===== src/rtl/od_pkg.sv =====
// Shared types for the multi-channel obstacle detector: FSM states, sample classes
// and the confirm/fault counter width.
package od_pkg;

    localparam int CNT_W = 4;

    typedef enum logic [1:0] {
        CLEAR,
        PEND_NEAR,
        DETECTED,
        PEND_FAR
    } od_state_e;

    typedef enum logic [2:0] {
        IDLE,
        GLITCH,
        NEAR,
        BAND,
        FAR,
        TIMEOUT
    } od_sample_e;

endpackage


===== src/rtl/od_channel_fsm.sv =====
// One detector channel: sample classifier, hysteresis/confirm FSM, time-out fault counter
// and last-distance register. OD_FAILSAFE_EN forces object_detected while sensor_fault is set.
module od_channel_fsm
    import od_pkg::*;
#(
    parameter int DIST_W        = 23,
    parameter int NEAR_THRESH   = 100,
    parameter int FAR_THRESH    = 150,
    parameter int CONFIRM_CNT   = 3,
    parameter int TIMEOUT_LIMIT = 4
) (
    input  logic              clk,
    input  logic              rst,
    input  logic [DIST_W-1:0] distance,
    input  logic              meas_valid,
    input  logic              time_out,
    output logic              object_detected,
    output logic              sensor_fault,
    output logic [DIST_W-1:0] last_dist
);

    localparam logic [DIST_W-1:0] NEAR_V    = DIST_W'(NEAR_THRESH);
    localparam logic [DIST_W-1:0] FAR_V     = DIST_W'(FAR_THRESH);
    localparam logic [CNT_W-1:0]  CONFIRM_V = CNT_W'(CONFIRM_CNT);
    localparam logic [CNT_W-1:0]  LIMIT_V   = CNT_W'(TIMEOUT_LIMIT);

    od_sample_e             cls;
    od_state_e              state;
    logic [CNT_W-1:0]       cnt;
    logic [CNT_W-1:0]       fault_cnt;
    logic [CNT_W-1:0]       fault_n;
    logic                   fsm_det;
    logic                   far_ev;
    logic                   meas_ok;

    // A time-out masks any measurement arriving in the same cycle.
    always_comb begin
        cls = IDLE;
        if (time_out) begin
            cls = TIMEOUT;
        end else if (meas_valid) begin
            if (distance == '0)
                cls = GLITCH;
            else if (distance <= NEAR_V)
                cls = NEAR;
            else if (distance > FAR_V)
                cls = FAR;
            else
                cls = BAND;
        end
    end

    assign far_ev  = (cls == FAR) || (cls == TIMEOUT);
    assign meas_ok = (cls == NEAR) || (cls == BAND) || (cls == FAR);

    always_ff @(posedge clk or posedge rst) begin
        if (rst) begin
            state   <= CLEAR;
            cnt     <= '0;
            fsm_det <= 1'b0;
        end else begin
            case (state)
                CLEAR: begin
                    if (cls == NEAR) begin
                        if (CONFIRM_V == CNT_W'(1)) begin
                            state   <= DETECTED;
                            fsm_det <= 1'b1;
                        end else begin
                            state <= PEND_NEAR;
                            cnt   <= CNT_W'(1);
                        end
                    end
                end
                PEND_NEAR: begin
                    if (cls == NEAR) begin
                        if (cnt + CNT_W'(1) == CONFIRM_V) begin
                            state   <= DETECTED;
                            cnt     <= '0;
                            fsm_det <= 1'b1;
                        end else begin
                            cnt <= cnt + CNT_W'(1);
                        end
                    end else if ((cls == BAND) || far_ev) begin
                        state <= CLEAR;
                        cnt   <= '0;
                    end
                end
                DETECTED: begin
                    if (far_ev) begin
                        if (CONFIRM_V == CNT_W'(1)) begin
                            state   <= CLEAR;
                            fsm_det <= 1'b0;
                        end else begin
                            state <= PEND_FAR;
                            cnt   <= CNT_W'(1);
                        end
                    end
                end
                PEND_FAR: begin
                    if (far_ev) begin
                        if (cnt + CNT_W'(1) == CONFIRM_V) begin
                            state   <= CLEAR;
                            cnt     <= '0;
                            fsm_det <= 1'b0;
                        end else begin
                            cnt <= cnt + CNT_W'(1);
                        end
                    end else if ((cls == NEAR) || (cls == BAND)) begin
                        state <= DETECTED;
                        cnt   <= '0;
                    end
                end
                default: begin
                    state   <= CLEAR;
                    cnt     <= '0;
                    fsm_det <= 1'b0;
                end
            endcase
        end
    end

    // Saturating count of consecutive time-outs; any real measurement restarts it.
    always_comb begin
        fault_n = fault_cnt;
        if (cls == TIMEOUT) begin
            if (fault_cnt != LIMIT_V)
                fault_n = fault_cnt + CNT_W'(1);
        end else if (meas_ok) begin
            fault_n = '0;
        end
    end

    always_ff @(posedge clk or posedge rst) begin
        if (rst) begin
            fault_cnt    <= '0;
            sensor_fault <= 1'b0;
            last_dist    <= '0;
        end else begin
            fault_cnt    <= fault_n;
            sensor_fault <= (fault_n == LIMIT_V);
            if (meas_ok)
                last_dist <= distance;
        end
    end

`ifdef OD_FAILSAFE_EN
    assign object_detected = fsm_det | sensor_fault;
`else
    assign object_detected = fsm_det;
`endif

endmodule


===== src/rtl/od_distance_multi.sv =====
// Multi-channel obstacle detector top: per-channel detectors plus a registered
// nearest-object report. Optional macro OD_FAILSAFE_EN (handled in od_channel_fsm).
module od_distance_multi
    import od_pkg::*;
#(
    parameter int NUM_CH        = 4,
    parameter int DIST_W        = 23,
    parameter int NEAR_THRESH   = 100,
    parameter int FAR_THRESH    = 150,
    parameter int CONFIRM_CNT   = 3,
    parameter int TIMEOUT_LIMIT = 4,
    localparam int CH_W         = (NUM_CH > 1) ? $clog2(NUM_CH) : 1
) (
    input  logic                     clk,
    input  logic                     rst,
    input  logic [NUM_CH*DIST_W-1:0] distance,
    input  logic [NUM_CH-1:0]        meas_valid,
    input  logic [NUM_CH-1:0]        time_out,
    output logic [NUM_CH-1:0]        object_detected,
    output logic [NUM_CH-1:0]        sensor_fault,
    output logic                     any_detected,
    output logic [CH_W-1:0]          nearest_ch,
    output logic [DIST_W-1:0]        nearest_dist,
    output logic                     nearest_valid
);

    logic [DIST_W-1:0] last_dist [NUM_CH];
    logic              found;
    logic [CH_W-1:0]   best_ch;
    logic [DIST_W-1:0] best_dist;

    for (genvar g = 0; g < NUM_CH; g++) begin : g_ch
        od_channel_fsm #(
            .DIST_W        (DIST_W),
            .NEAR_THRESH   (NEAR_THRESH),
            .FAR_THRESH    (FAR_THRESH),
            .CONFIRM_CNT   (CONFIRM_CNT),
            .TIMEOUT_LIMIT (TIMEOUT_LIMIT)
        ) u_ch (
            .clk             (clk),
            .rst             (rst),
            .distance        (distance[g*DIST_W +: DIST_W]),
            .meas_valid      (meas_valid[g]),
            .time_out        (time_out[g]),
            .object_detected (object_detected[g]),
            .sensor_fault    (sensor_fault[g]),
            .last_dist       (last_dist[g])
        );
    end

    assign any_detected = |object_detected;

    // Strict less-than keeps the lowest index on equal distances.
    always_comb begin
        found     = 1'b0;
        best_ch   = '0;
        best_dist = '0;
        for (int i = 0; i < NUM_CH; i++) begin
            if (object_detected[i] && (!found || (last_dist[i] < best_dist))) begin
                found     = 1'b1;
                best_ch   = CH_W'(i);
                best_dist = last_dist[i];
            end
        end
    end

    always_ff @(posedge clk or posedge rst) begin
        if (rst) begin
            nearest_valid <= 1'b0;
            nearest_ch    <= '0;
            nearest_dist  <= '0;
        end else begin
            nearest_valid <= found;
            if (found) begin
                nearest_ch   <= best_ch;
                nearest_dist <= best_dist;
            end
        end
    end

endmodule


===== config.mk =====
export PLATFORM = sky130hd
export DESIGN_NAME = od_distance_multi
export DESIGN_NICKNAME = d
export VERILOG_FILES = /design/src/rtl/od_pkg.sv /design/src/rtl/od_channel_fsm.sv /design/src/rtl/od_distance_multi.sv
export SDC_FILE = /design/constraint.sdc
export NUM_CORES = 1
export LEC_CHECK = 0
export CORE_MARGIN = 10
export CORE_UTILIZATION = 55
export DETAILED_ROUTE_END_ITERATION = 10
export GPL_TIMING_DRIVEN = 0
export PLACE_DENSITY = 0.89
export SYNTH_ARGS = -nofsm -noshare
export SYNTH_HDL_FRONTEND = slang
export SYNTH_SLANG_ARGS = --single-unit

===== constraint.sdc =====
create_clock -name clk -period 7.8 [get_ports clk]
set_input_delay 2.34 -clock clk [delete_from_list [all_inputs] [get_ports clk]]
set_output_delay 2.34 -clock clk [all_outputs]
set_load 0.005 [all_outputs]

Word-level counts from Yosys, hierarchy flattened
Cells that the tools add are included.
{"block": "op_classes", "addsub": 8, "mul": 0, "div": 0, "order_cmp": 11, "eq_ne": 80, "shifts": 0, "mux": 131, "bitwise_logic": 0, "reduce_logical": 50}
{"op": "two-way mux 4 bit", "count": 40}
{"op": "greater-than comparator 23 x 8 -> 1 bit, second input constant", "count": 4}
{"op": "<= comparator 23 x 7 -> 1 bit, second input constant", "count": 4}
{"op": "logical NOT 23 bit", "count": 4}
{"op": "two-way mux 23 bit", "count": 4}
{"op": "less-than comparator 23 bit", "count": 3}
{"op": "two-way mux 2 bit", "count": 34}
{"op": "one-hot mux 4 bit (4 select lines)", "count": 4}
{"op": "two-way mux 3 bit", "count": 20}
{"op": "inequality test 2 x 1 -> 1 bit, second input constant", "count": 24}
{"op": "adder 4 x 1 -> 4 bit, second input constant", "count": 8}
{"op": "one-hot mux 2 bit (4 select lines)", "count": 4}
{"op": "== test 3 x 2 -> 1 bit, second input constant", "count": 8}
{"op": "== test 3 bit, second input constant", "count": 8}
{"op": "inequality test 3 x 1 -> 1 bit, second input constant", "count": 8}
{"op": "inequality test 3 bit, second input constant", "count": 8}
{"op": "AND reduction 6 bit", "count": 4}
{"op": "two-way mux 1 bit", "count": 21}
{"op": "AND reduction 5 bit", "count": 4}
{"op": "logical OR 1 bit", "count": 19}
{"op": "== test 2 bit, second input constant", "count": 8}
{"op": "== test 4 x 2 -> 1 bit, second input constant", "count": 4}
{"op": "== test 4 x 3 -> 1 bit, second input constant", "count": 4}
{"op": "inequality test 4 x 3 -> 1 bit, second input constant", "count": 4}
{"op": "other kinds (8)", "count": 27}
{"block": "totals", "ff_bits": 166, "latch_bits": 0, "ram_bits": 0, "rom_bits": 0, "inputBits": 102, "memories": 0}

Depth between registers and ports, before layout
Gate-level depths: netlist (run 1).
{"block": "logic_depth", "word_depth": 13, "mapped_depth": 32, "depth_no_buf": 25}

By module
A second synthesis (run 1) with hierarchy kept.
{"block": "hier_totals", "hier_cells": 1067, "area_unflattened_um2": 10510.1}
{"mod": "od_channel_fsm (g_ch[1].u_ch ...)", "instances": 3, "cells_each": 155, "area_each_um2": 1742.9, "seq_area_each_um2": 875.8}
{"mod": "od_distance_multi", "instances": 1, "cells_each": 449, "area_each_um2": 3527.1, "seq_area_each_um2": 650.6}
{"mod": "od_channel_fsm (g_ch[0].u_ch)", "instances": 1, "cells_each": 153, "area_each_um2": 1754.2, "seq_area_each_um2": 875.8}

Worst setup path after synthesis (run 1)
No wires, ideal clock.
{"block": "synth_path", "path_kind": "register to register", "start": "reg g_ch[0].u_ch.fsm_det", "end": "reg nearest_dist[10]", "arrival_ns": 6.574, "t_required_ns": 7.667, "path_slack_ns": 1.092, "path_stages_with_launch": 33, "period_less_slack_ns": 6.708, "cell_sequence": "dfrtp_1 > clkbuf_1 > clkbuf_1 > nand2_1 > ha_1 > nand4_1 > nor2_1 > a211o_1 > nor4_4 > nor2b_1 > buf_2 > a22oi_1 > ha_1 > a21oi_1 > o21ai_1 > a2111oi_0 > or2_2 > a31oi_1 > or2_1 > buf_6 > buf_6 > a21o_1 > ha_1 > nand4_1 > nor2_1 > nand3_1 > or3b_2 > a31oi_1 > o31ai_1 > o21ba_2 > buf_2 > buf_2 > o221ai_2"}
{"block": "synth_via", "elab_chain_cells": 13, "elab_cells_between_ends": 20, "classes_between": "order compare: 3; mux: 8; reduce/logical: 9"}
{"item": "start: declaration", "line_no": "od_channel_fsm.sv:32", "source": "logic fsm_det;"}
{"item": "start signal: assignment", "line_no": "od_channel_fsm.sv:60", "source": "fsm_det <= 1'b0;"}
{"item": "start signal: assignment", "line_no": "od_channel_fsm.sv:67", "source": "fsm_det <= 1'b1;"}
{"item": "start signal: assignment", "line_no": "od_channel_fsm.sv:79", "source": "fsm_det <= 1'b1;"}
{"item": "two-way mux 23 bit or two-way mux 1 bit (tied branches)", "line_no": "od_distance_multi.sv:59", "source": "if (object_detected[i] && (!found || (last_dist[i] < best_dist))) begin"}
{"item": "less-than comparator 23 bit or logical NOT 1 bit (tied branches)", "line_no": "od_distance_multi.sv:59"}
{"item": "logical OR 1 bit", "line_no": "od_distance_multi.sv:59"}
{"item": "logical AND 1 bit", "line_no": "od_distance_multi.sv:59"}
{"item": "two-way mux 23 bit or two-way mux 1 bit (tied branches)", "line_no": "od_distance_multi.sv:59"}
{"item": "less-than comparator 23 bit or logical NOT 1 bit (tied branches)", "line_no": "od_distance_multi.sv:59"}
{"item": "logical OR 1 bit", "line_no": "od_distance_multi.sv:59"}
{"item": "logical AND 1 bit", "line_no": "od_distance_multi.sv:59"}
{"item": "two-way mux 23 bit or two-way mux 1 bit (tied branches)", "line_no": "od_distance_multi.sv:59"}
{"item": "less-than comparator 23 bit or logical NOT 1 bit (tied branches)", "line_no": "od_distance_multi.sv:59"}
{"item": "logical OR 1 bit", "line_no": "od_distance_multi.sv:59"}
{"item": "logical AND 1 bit", "line_no": "od_distance_multi.sv:59"}
{"item": "two-way mux 23 bit or two-way mux 1 bit (tied branches)", "line_no": "od_distance_multi.sv:59"}
{"item": "end signal: assignment", "line_no": "od_distance_multi.sv:76", "source": "nearest_dist <= best_dist;"}
{"item": "end: declaration", "line_no": "od_distance_multi.sv:23", "source": "output logic [DIST_W-1:0] nearest_dist,"}
Parallel ways exist; a longest one is shown, timed or not.
A chain may end at the register's enable or synchronous reset.

Final worst setup path (run 1)
{"block": "layout_path", "start": "reg g_ch[0].u_ch.fsm_det", "end": "reg nearest_dist[19]"}
The elaborated chain is that of the path after synthesis.

==> flow_metrics.py, run 1 <==
metrics = {
    "setup_path": {
        "cpMostUsedCell": "buf_6",
        "critPathKind": "flop to flop",
        "cp-end-kind": "flop",
        "critPathArrivalTime_ns": 7.87,
        "path_buf_inv": 7,
        "max_stage_delay_ns": 0.46,
        "cp_slowest_cell": "or3b_2",
        "cp_data_required_time_ns": 8.11,
        "crit_family": "compound AO/OA/AOI/OAI gates",
        "cp-start-kind": "flop",
        "crit_fanout": 10,
    },
    "drt": {
        "drt_iter0_drc": 746,
        "via_count": 9271,
        "drc": 0,
        "wl_per_cell_um": 21.6,
        "routed.top_layer": "met4",
        "route.met2.wl_mm": 14.8,
        "met1_length_mm": 12.7,
        "first_pass_iters": 5,
        "viasPerCell": 6.39,
        "routed_wl_mm": 31.4,
        "postRouteAntennaNets": 0,
        "dr_wl_met3_mm": 2.67,
    },
    "clock_tree": {
        "clk_latency_ns": 0.44,
        "cts_buffers": 17,
        "cts_tree": "yes",
        "ctsLongestPathBuffers": 2,
        "cts_sinks": 166,
        "holdBufCountCts": 0,
        "clkTransAtPathRegs_ns": 0.07,
        "root_buffer": "clkbuf_16",
        "cts.htree.levels": 4,
    },
    "timing": {
        "fin_skew_ns": 0.00705,
        "setup_total_negative_slack_ns": 0,
        "fin_crit_sh": 0.969,
        "hold_viol": 0,
        "report.final.slew_viol_count": 0,
        "max_slew.worst_pin.slew_ns": 1.48,
        "slew_headroom": 0.00669,
        "fin_crit_ns": 7.56,
        "setup-violations-final": 0,
        "max_freq_mhz": 132,
    },
    "yosys": {
        "ys.flop_type": "dfrtp_1",
        "synth.largest_area_cell": "dfrtp_1",
        "yosys_register_bits": 166,
        "synthTopCellsByArea": "dfrtp_1 40%, mux2_2 9.9%, ha_1 9.8%",
        "async_flop_share": 1.00,
        "synth_top_cell_area_share": 0.398,
        "netlist_area_mm2": 0.0104,
        "syn_avg_cell_area_um2": 10.0,
        "ys_warn_count": 0,
        "synth_edf_count": 0,
        "synth_nets": 1224,
        "netlist-cell-type-count": 71,
        "ys_seq_area_frac": 0.398,
        "synth_cells": 1040,
    },
    "floorplan": {
        "die_x_um": 158,
        "dieArea_mm2": 0.0249,
        "num_io_pins": 137,
        "rows": 50,
        "die_h_um": 158,
        "initial_utilization": 0.558,
        "core-area_mm2": 0.0187,
    },
    "cells_and_area": {
        "final_cells": 1450,
        "regArea_mm2": 0.00416,
        "area_delta_synth_final_pct": 24.3,
        "multi_input_area_mm2": 0.00600,
        "final_layout_size_suffix_gt1_frac": 0.187,
        "nFillCells": 1324,
        "diodes": 0,
        "final_nets": 1387,
    },
    "global_route": {
        "gr-usage-all-layers": 0.248,
        "antenna_found_initial": 0,
        "grt_pass1_wl_mm": 48.5,
        "first_global_vias": 9218,
        "grt_max_degree": 107,
        "grt.overflow.total": 0,
    },
    "power_and_ir_drop": {
        "p_leak_nw": 5.46,
        "power_per_cell_area_mw_per_mm2": 325,
        "ir_drop_v": 0.000213,
    },
    "run_status": {
        "failed_checks": "capacitance limit",
        "run_status": "finished with violations",
    },
    "place": {
        "gp_congestion": 0.979,
        "place_inst": 1410,
        "dp_hpwl_mm": 23.3,
        "io_buffer_count": 135,
    },
    "min_path": {
        "hold_class": "flop to flop",
    },
    "job": {
        "drv_cap": 1,
    },
}
cell families after synthesis:
group                    count (synthesis)  synth area share
AND/OR/NAND/NOR                        326             0.153
flip-flops                             166             0.398
XOR/XNOR                                 7           0.00587
adder cells (fa/ha/maj)                 82            0.0983
AO/OA/AOI/OAI                          279             0.206
multiplexers                            93             0.100
buffers and inverters                   87            0.0389
metal layers:
layer,vias to the layer above,track usage
met5,-,0
met4,0,0.117
met3,95,0.0659
met2,441,0.395
met1,4500,0.309
li1,4235,-
worst reg2reg max path, delay by kind of cell (launching register included):
family / cells / cell delay [ns]
buffers and inverters: 7 / 1.39
and+or+nand+nor: 10 / 2.10
DFF: 1 / 0.39
adders and majority gates: 3 / 0.89
AOI/OAI and AO/OA: 12 / 2.68
layout make-up:
cell class              count  share of cell area
inverters                  36              0.0110
flip-flops and latches    166               0.320
multi-input cells         787               0.462
clock inverters            12              0.0134
plain buffers              51              0.0246
well taps                 234              0.0225
clock buffers              20              0.0352
repair buffers            144               0.111
placed cells by master (no fill, tap or decap), types with 4 or more instances in the layout:
master	count
bufinv_16	4
or2_2	6
a21oi_1	36
buf_6	8
nand2b_1	6
a22oi_1	8
clkinv_2	4
a22oi_2	17
and2_1	7
ha_1	82
o22ai_1	9
clkdlybuf4s50_1	135
a311o_1	22
o31ai_1	12
clkbuf_1	22
nand2_1	131
buf_2	4
o221ai_2	20
o21a_1	7
mux2_2	92
nor3_1	36
nor2b_1	7
clkbuf_16	17
a21o_1	35
dfrtp_1	165
nand3_1	25
a31oi_1	6
nor4_1	17
o211ai_1	8
a211oi_1	6
inv_1	35
xor2_1	7
nor2_1	47
buf_4	22
a211o_1	5
o21ai_0	51
nor4b_1	4
nand4_1	16
registers in the layout (all words and copies together), names as in the netlist:
register,cells
g_ch.u_ch.fault_cnt,16
nearest_ch,2
nearest_valid,1
g_ch.u_ch.object_detected,4
g_ch.u_ch.cnt,16
g_ch.u_ch.last_dist,92
g_ch.u_ch.sensor_fault,4
g_ch.u_ch.state,8
nearest_dist,23
what timing repair did:
item,4_1_cts,5_1_grt
resized for setup,21,31
pin swaps,0,6
endpoints found under the setup margin,25,25
setup buffers,0,8
synthesized netlist by cell type (6+ instances only):
cell type / number
a311o_1: 22
o22ai_1: 9
o211ai_1: 8
a211oi_1: 6
o221ai_2: 20
nor3_1: 38
nand2_1: 131
nand2b_1: 6
o21a_1: 7
a31oi_1: 7
nor2b_1: 8
dfrtp_1: 166
a22oi_1: 25
and2_1: 7
clkbuf_1: 25
buf_2: 10
o21ai_0: 51
nor4_1: 17
inv_1: 36
o31ai_1: 12
ha_1: 82
mux2_2: 92
nor2_1: 48
a21oi_1: 37
nand4_1: 16
a21o_1: 35
nand3_1: 25
buf_4: 12
or2_2: 6
xor2_1: 7
stage by stage:
step	cell area [um2]	util	setup WS [ns]	hold WS, ns	total power, mW
6_report	13000	0.694	0.243	0.464	4.22
3_3_place_gp	12100	0.646	-1.10	0.448	3.09
5_1_grt	13000	0.694	-0.0197	0.489	4.46
2_1_floorplan	10400	-	0.970	0.435	2.53
3_5_place_dp	12100	0.648	-0.516	0.458	3.16
4_1_cts	12800	0.686	0.00247	0.466	4.13
power breakdown:
part           total, mW  switching, mW  internal (mW)
combinational       2.00           1.07          0.930
sequential          1.31          0.228           1.08
clock              0.914          0.361          0.553
final timing paths:
kind / slack (ns) / cells after the start / to / start
max reg2reg: 0.24 / 32 / nearest_dist[19] / g_ch[0].u_ch.object_detected
min reg2reg: 0.46 / 1 / g_ch[3].u_ch.object_detected / g_ch[3].u_ch.state[1]
max: 0.24 / 32 / nearest_dist[19] / g_ch[0].u_ch.object_detected
max in group asynchronous: 4.60 / 3 / g_ch[0].u_ch.object_detected / rst
min: 0.46 / 1 / g_ch[3].u_ch.object_detected / g_ch[3].u_ch.state[1]
min in group asynchronous: 2.33 / 2 / g_ch[3].u_ch.fault_cnt[0] / rst
Note: power is estimated with default switching activity, not from simulation.
==> inputs of run 2 (changes only) <==
--- a/config.mk
+++ b/config.mk
@@ -5,7 +5,7 @@
 export SDC_FILE = /design/constraint.sdc
 export NUM_CORES = 1
 export LEC_CHECK = 0
-export CORE_MARGIN = 10
+export CORE_MARGIN = 1.5
 export CORE_UTILIZATION = 55
 export DETAILED_ROUTE_END_ITERATION = 10
 export GPL_TIMING_DRIVEN = 0
==> flow_metrics.py, run 2 (synthesized netlist as in run 1, its figures left out) <==
metrics = {
    "power_and_ir_drop": {
        "p_comb_frac": 0.465,
        "clock_power_share": 0.232,
        "p_leak_nw": 5.49,
        "power_per_cell_area_mw_per_mm2": 331,
        "seqPwrFrac": 0.303,
        "finalPower_mw": 4.33,
        "p_sw_mw": 1.66,
        "ir_drop_v": 0.000271,
        "p_sw_frac": 0.383,
        "p_int_mw": 2.67,
    },
    "clock_tree": {
        "cts_sinks": 166,
        "clkTransAtPathRegs_ns": 0.07,
        "cts_tree": "yes",
        "root_buffer": "clkbuf_16",
        "clk_latency_ns": 0.45,
        "cts.htree.levels": 4,
        "cts_buffers": 17,
        "ctsLongestPathBuffers": 2,
    },
    "cells_and_area": {
        "final_layout_size_suffix_gt1_frac": 0.188,
        "multi_input_area_mm2": 0.00602,
        "layout.cells.most_common": "dfrtp_1",
        "regArea_mm2": 0.00416,
        "area_delta_synth_final_pct": 25.2,
        "top_register": "g_ch.u_ch.last_dist",
        "largest_register_ffs": 92,
        "reg.largest.list": "g_ch.u_ch.last_dist x92, nearest_dist x23",
        "final_nets": 1387,
        "nFillCells": 1287,
        "diodes": 0,
        "final_cells": 1450,
        "mostFrequentLayoutCells": "165 x dfrtp_1, 135 x clkdlybuf4s50_1, 131 x nand2_1",
    },
    "timing": {
        "slew_headroom": 0.0463,
        "max_slew.worst_pin.slew_ns": 1.42,
        "report.final.slew_viol_count": 0,
        "setup-violations-final": 0,
        "fin_crit_sh": 0.970,
        "fin_crit_ns": 7.56,
        "whs_ns": 0.477,
        "setup_total_negative_slack_ns": 0,
        "fin_skew_ns": 0.0131,
        "hold_viol": 0,
        "max_freq_mhz": 132,
    },
    "place": {
        "dp_hpwl_mm": 22.2,
        "place_inst": 1410,
        "gp_congestion": 0.964,
        "io_buffer_count": 135,
    },
    "floorplan": {
        "num_io_pins": 137,
        "dieArea_mm2": 0.0198,
        "rows": 50,
        "die_x_um": 141,
        "die_h_um": 141,
        "initial_utilization": 0.560,
        "core-area_mm2": 0.0186,
    },
    "drt": {
        "wl_per_cell_um": 20.8,
        "routed_wl_mm": 30.2,
        "postRouteAntennaNets": 0,
        "drc": 0,
        "viasPerCell": 6.48,
        "via_count": 9393,
        "first_pass_iters": 5,
        "drt_iter0_drc": 697,
    },
    "global_route": {
        "first_global_vias": 9084,
        "antenna_found_initial": 0,
        "grt.overflow.total": 0,
        "grt_pass1_wl_mm": 48.0,
        "grt_max_degree": 116,
        "gr-usage-all-layers": 0.311,
    },
    "setup_path": {
        "r2r_end": "nearest_dist[12]",
        "reg2reg_from": "g_ch[0].u_ch.object_detected",
        "reg2reg_depth": 31,
        "cp_data_required_time_ns": 8.11,
        "cp-end-kind": "flop",
        "max_stage_delay_ns": 0.49,
        "critPathArrivalTime_ns": 7.87,
        "cp_slowest_cell": "or3b_2",
        "critPathKind": "flop to flop",
        "crit_fanout": 10,
        "cp-start-kind": "flop",
        "r2r_slack_ns": 0.24,
    },
    "run_status": {
        "run_status": "completed",
    },
    "min_path": {
        "min_from": "g_ch[3].u_ch.state[1]",
        "min_path_cells": 1,
        "hold_end": "g_ch[3].u_ch.object_detected",
        "hold_class": "flop to flop",
    },
    "job": {
        "drv_cap": 0,
    },
}
-- run 2: how the worst max path moves through the flow --
stage	start	to	slack [ns]	cells past startpoint
2_1_floorplan	rst	g_ch[0].u_ch.cnt[0]	0.97	1
3_3_place_gp	rst	g_ch[0].u_ch.fault_cnt[2]	-1.11	2
3_5_place_dp	g_ch[0].u_ch.object_detected	nearest_dist[3]	-0.48	31
4_1_cts	g_ch[0].u_ch.object_detected	nearest_dist[19]	0.03	31
5_1_grt	g_ch[0].u_ch.object_detected	nearest_dist[19]	-0.02	32
6_report	g_ch[0].u_ch.object_detected	nearest_dist[12]	0.24	31
-- run 2: cell type report --
| class | instances | area share |
|---|---|---|
| timing repair buffer | 144 | 0.110 |
| buffer | 51 | 0.0254 |
| clock inverter | 12 | 0.0190 |
| inverter | 36 | 0.0109 |
| clock buffer | 20 | 0.0342 |
| tap | 234 | 0.0224 |
| multi-input combinational | 787 | 0.460 |
| sequential | 166 | 0.318 |
-- run 2: critical path, delay by kind of cell, from the launching register on --
kind            cells  cell delay, ns
fa+ha+maj           3            0.96
simple gates       10            1.94
compound gates     12            2.75
flops               1            0.45
buf+inv             6            1.28
-- run 2: routing by layer --
layer,up-vias,track usage,share of wire,wire length (um)
li1,4238,-,-,-
met1,4621,0.404,0.42,12600
met2,437,0.500,0.46,14000
met3,97,0.0523,0.071,2150
met4,0,0.166,0.049,1480
met5,-,0,0,0
-- run 2: timing repair --
| item | in CTS | in global routing |
|---|---|---|
| buffers inserted | 0 | 8 |
| gates resized for setup | 26 | 32 |
| hold buffers | 0 | 0 |
| pin swaps | 0 | 14 |
| endpoints found under the setup margin | 25 | 25 |
-- run 2: per-stage QoR --
stage	utilization	cell area, um2	setup slack (ns)
after global routing	0.701	13100	-0.0244
after CTS	0.692	12900	0.0324
after detailed placement	0.650	12100	-0.479
after global placement	0.648	12100	-1.11
final	0.701	13100	0.237
after floorplan	-	10400	0.970
-- run 2: power groups by stage --
stage	combinational [mW]	clock (mW)	sequential, mW
floorplan	1.29	0	1.24
global placement	1.78	0	1.29
detailed placement	1.85	0	1.31
CTS	1.92	1.00	1.30
global route	2.18	1.04	1.33
finish	2.01	1.00	1.31
==> inputs of run 3 (changes only) <==
--- a/config.mk
+++ b/config.mk
@@ -5,7 +5,6 @@
 export SDC_FILE = /design/constraint.sdc
 export NUM_CORES = 1
 export LEC_CHECK = 0
-export CORE_MARGIN = 1.5
 export CORE_UTILIZATION = 55
 export DETAILED_ROUTE_END_ITERATION = 10
 export GPL_TIMING_DRIVEN = 0
==> flow_metrics.py, run 3 (synthesized netlist as in run 1, its figures left out) <==
metrics = {
    "run_status": {
        "run_status": "finished with violations",
        "failed_checks": "DRC",
    },
    "power_and_ir_drop": {
        "ir_drop_v": 0.000208,
        "power_per_cell_area_mw_per_mm2": 324,
        "p_leak_nw": 5.41,
        "finalPower_mw": 4.18,
    },
    "cells_and_area": {
        "final_nets": 1383,
        "mostFrequentLayoutCells": "165 x dfrtp_1, 135 x clkdlybuf4s50_1, 131 x nand2_1",
        "top_register": "g_ch.u_ch.last_dist",
        "area_delta_synth_final_pct": 23.7,
        "diodes": 0,
        "reg.largest.list": "g_ch.u_ch.last_dist x92, nearest_dist x23",
        "stdcell_area_mm2": 0.0129,
        "nFillCells": 1358,
        "largest_register_ffs": 92,
        "fin_util": 0.693,
        "final_layout_size_suffix_gt1_frac": 0.185,
        "final_cells": 1446,
        "layout.cells.most_common": "dfrtp_1",
    },
    "clock_tree": {
        "cts.htree.levels": 4,
        "cts_buffers": 17,
        "root_buffer": "clkbuf_16",
        "holdBufCountCts": 0,
        "cts_sinks": 166,
        "cts_tree": "yes",
        "clk_latency_ns": 0.44,
        "ctsLongestPathBuffers": 2,
        "clkTransAtPathRegs_ns": 0.07,
    },
    "setup_path": {
        "cp_data_required_time_ns": 8.11,
        "max_stage_delay_ns": 0.46,
        "cp-end-kind": "flop",
        "cp-start-kind": "flop",
        "critPathKind": "flop to flop",
        "cp_slowest_cell": "dfrtp_2",
        "crit_family": "compound AO/OA/AOI/OAI gates",
        "critPathArrivalTime_ns": 8.00,
        "path_buf_inv": 7,
        "crit_fanout": 10,
    },
    "drt": {
        "wl_per_cell_um": 20.8,
        "via_count": 9233,
        "viasPerCell": 6.39,
        "postRouteAntennaNets": 0,
        "drc": 1,
        "drt_iter0_drc": 783,
        "first_pass_iters": 8,
        "routed_wl_mm": 30.1,
    },
    "place": {
        "dp_hpwl_mm": 22.3,
        "io_buffer_count": 135,
        "place_area_mm2": 0.0121,
        "place_inst": 1410,
        "gp_congestion": 0.957,
        "pre_cts_ws_ns": -0.443,
    },
    "job": {
        "drv_cap": 0,
    },
    "timing": {
        "setup-violations-final": 0,
        "hold_viol": 0,
        "setup_total_negative_slack_ns": 0,
        "max_slew.worst_pin.slew_ns": 1.41,
        "report.final.slew_viol_count": 0,
        "whs_ns": 0.474,
        "setup_ws_ns": 0.115,
        "max_freq_mhz": 130,
        "fin_crit_sh": 0.985,
        "fin_skew_ns": 0.00639,
        "fin_crit_ns": 7.69,
        "slew_headroom": 0.0522,
    },
    "global_route": {
        "gr-usage-all-layers": 0.317,
        "grt_max_degree": 112,
        "antenna_found_initial": 0,
        "first_global_vias": 9244,
        "grt_pass1_wl_mm": 48.1,
        "grt.overflow.total": 0,
    },
    "floorplan": {
        "die_x_um": 140,
        "core-area_mm2": 0.0186,
        "num_io_pins": 137,
        "dieArea_mm2": 0.0195,
        "initial_utilization": 0.560,
        "die_h_um": 140,
        "rows": 50,
    },
    "min_path": {
        "hold_class": "flop to flop",
    },
}
run 3: cell types whose count changed in the layout (fill, tap and decap cells not counted), moves of 2 or more:
| cell | previous run | this run |
|---|---|---|
| buf_2 | 2 | 4 |
| buf_6 | 10 | 7 |
| bufinv_16 | 7 | 2 |
| clkbuf_1 | 23 | 21 |
| clkbuf_4 | 4 | 1 |
| clkinvlp_4 | 1 | 4 |
| inv_6 | 0 | 3 |
run 3: where the power goes:
| group | leakage (nW) | total, mW | switching [mW] | internal (mW) |
|---|---|---|---|---|
| combinational | 3.16 | 2.00 | 1.07 | 0.928 |
| sequential | 1.97 | 1.31 | 0.228 | 1.08 |
| clock | 0.283 | 0.868 | 0.376 | 0.492 |
run 3: final timing paths:
kind,start,end,slack (ns),cells past startpoint
max reg2reg,g_ch[0].u_ch.object_detected,nearest_dist[18],0.11,32
min in group asynchronous,rst,g_ch[3].u_ch.fault_cnt[0],2.32,2
min reg2reg,g_ch[3].u_ch.state[1],g_ch[3].u_ch.object_detected,0.47,1
max in group asynchronous,rst,g_ch[2].u_ch.cnt[2],4.58,3
min,g_ch[3].u_ch.state[1],g_ch[3].u_ch.object_detected,0.47,1
max,g_ch[0].u_ch.object_detected,nearest_dist[18],0.11,32
run 3: area by class of cell:
type	count	area, um2	share of cell area
buffer	51	315	0.0244
clock buffer	19	453	0.0351
clock inverter	13	148	0.0114
inverter	36	143	0.0110
multi-input combinational	787	6000	0.465
sequential	166	4160	0.322
tap	234	293	0.0227
timing repair buffer	140	1410	0.109
run 3: metal layers:
metal / vias up / wire length (um) / GRT usage
li1: 4226 / - / -
met5: - / 0 / 0
met3: 83 / 1860 / 0.0440
met1: 4535 / 12600 / 0.413
met2: 389 / 14400 / 0.518
met4: 0 / 1200 / 0.157
run 3: timing repair:
| action | CTS | global route |
|---|---|---|
| gates resized for setup | 22 | 31 |
| setup buffers | 0 | 4 |
| pin swaps | 0 | 6 |
| endpoints found under the setup margin | 25 | 25 |
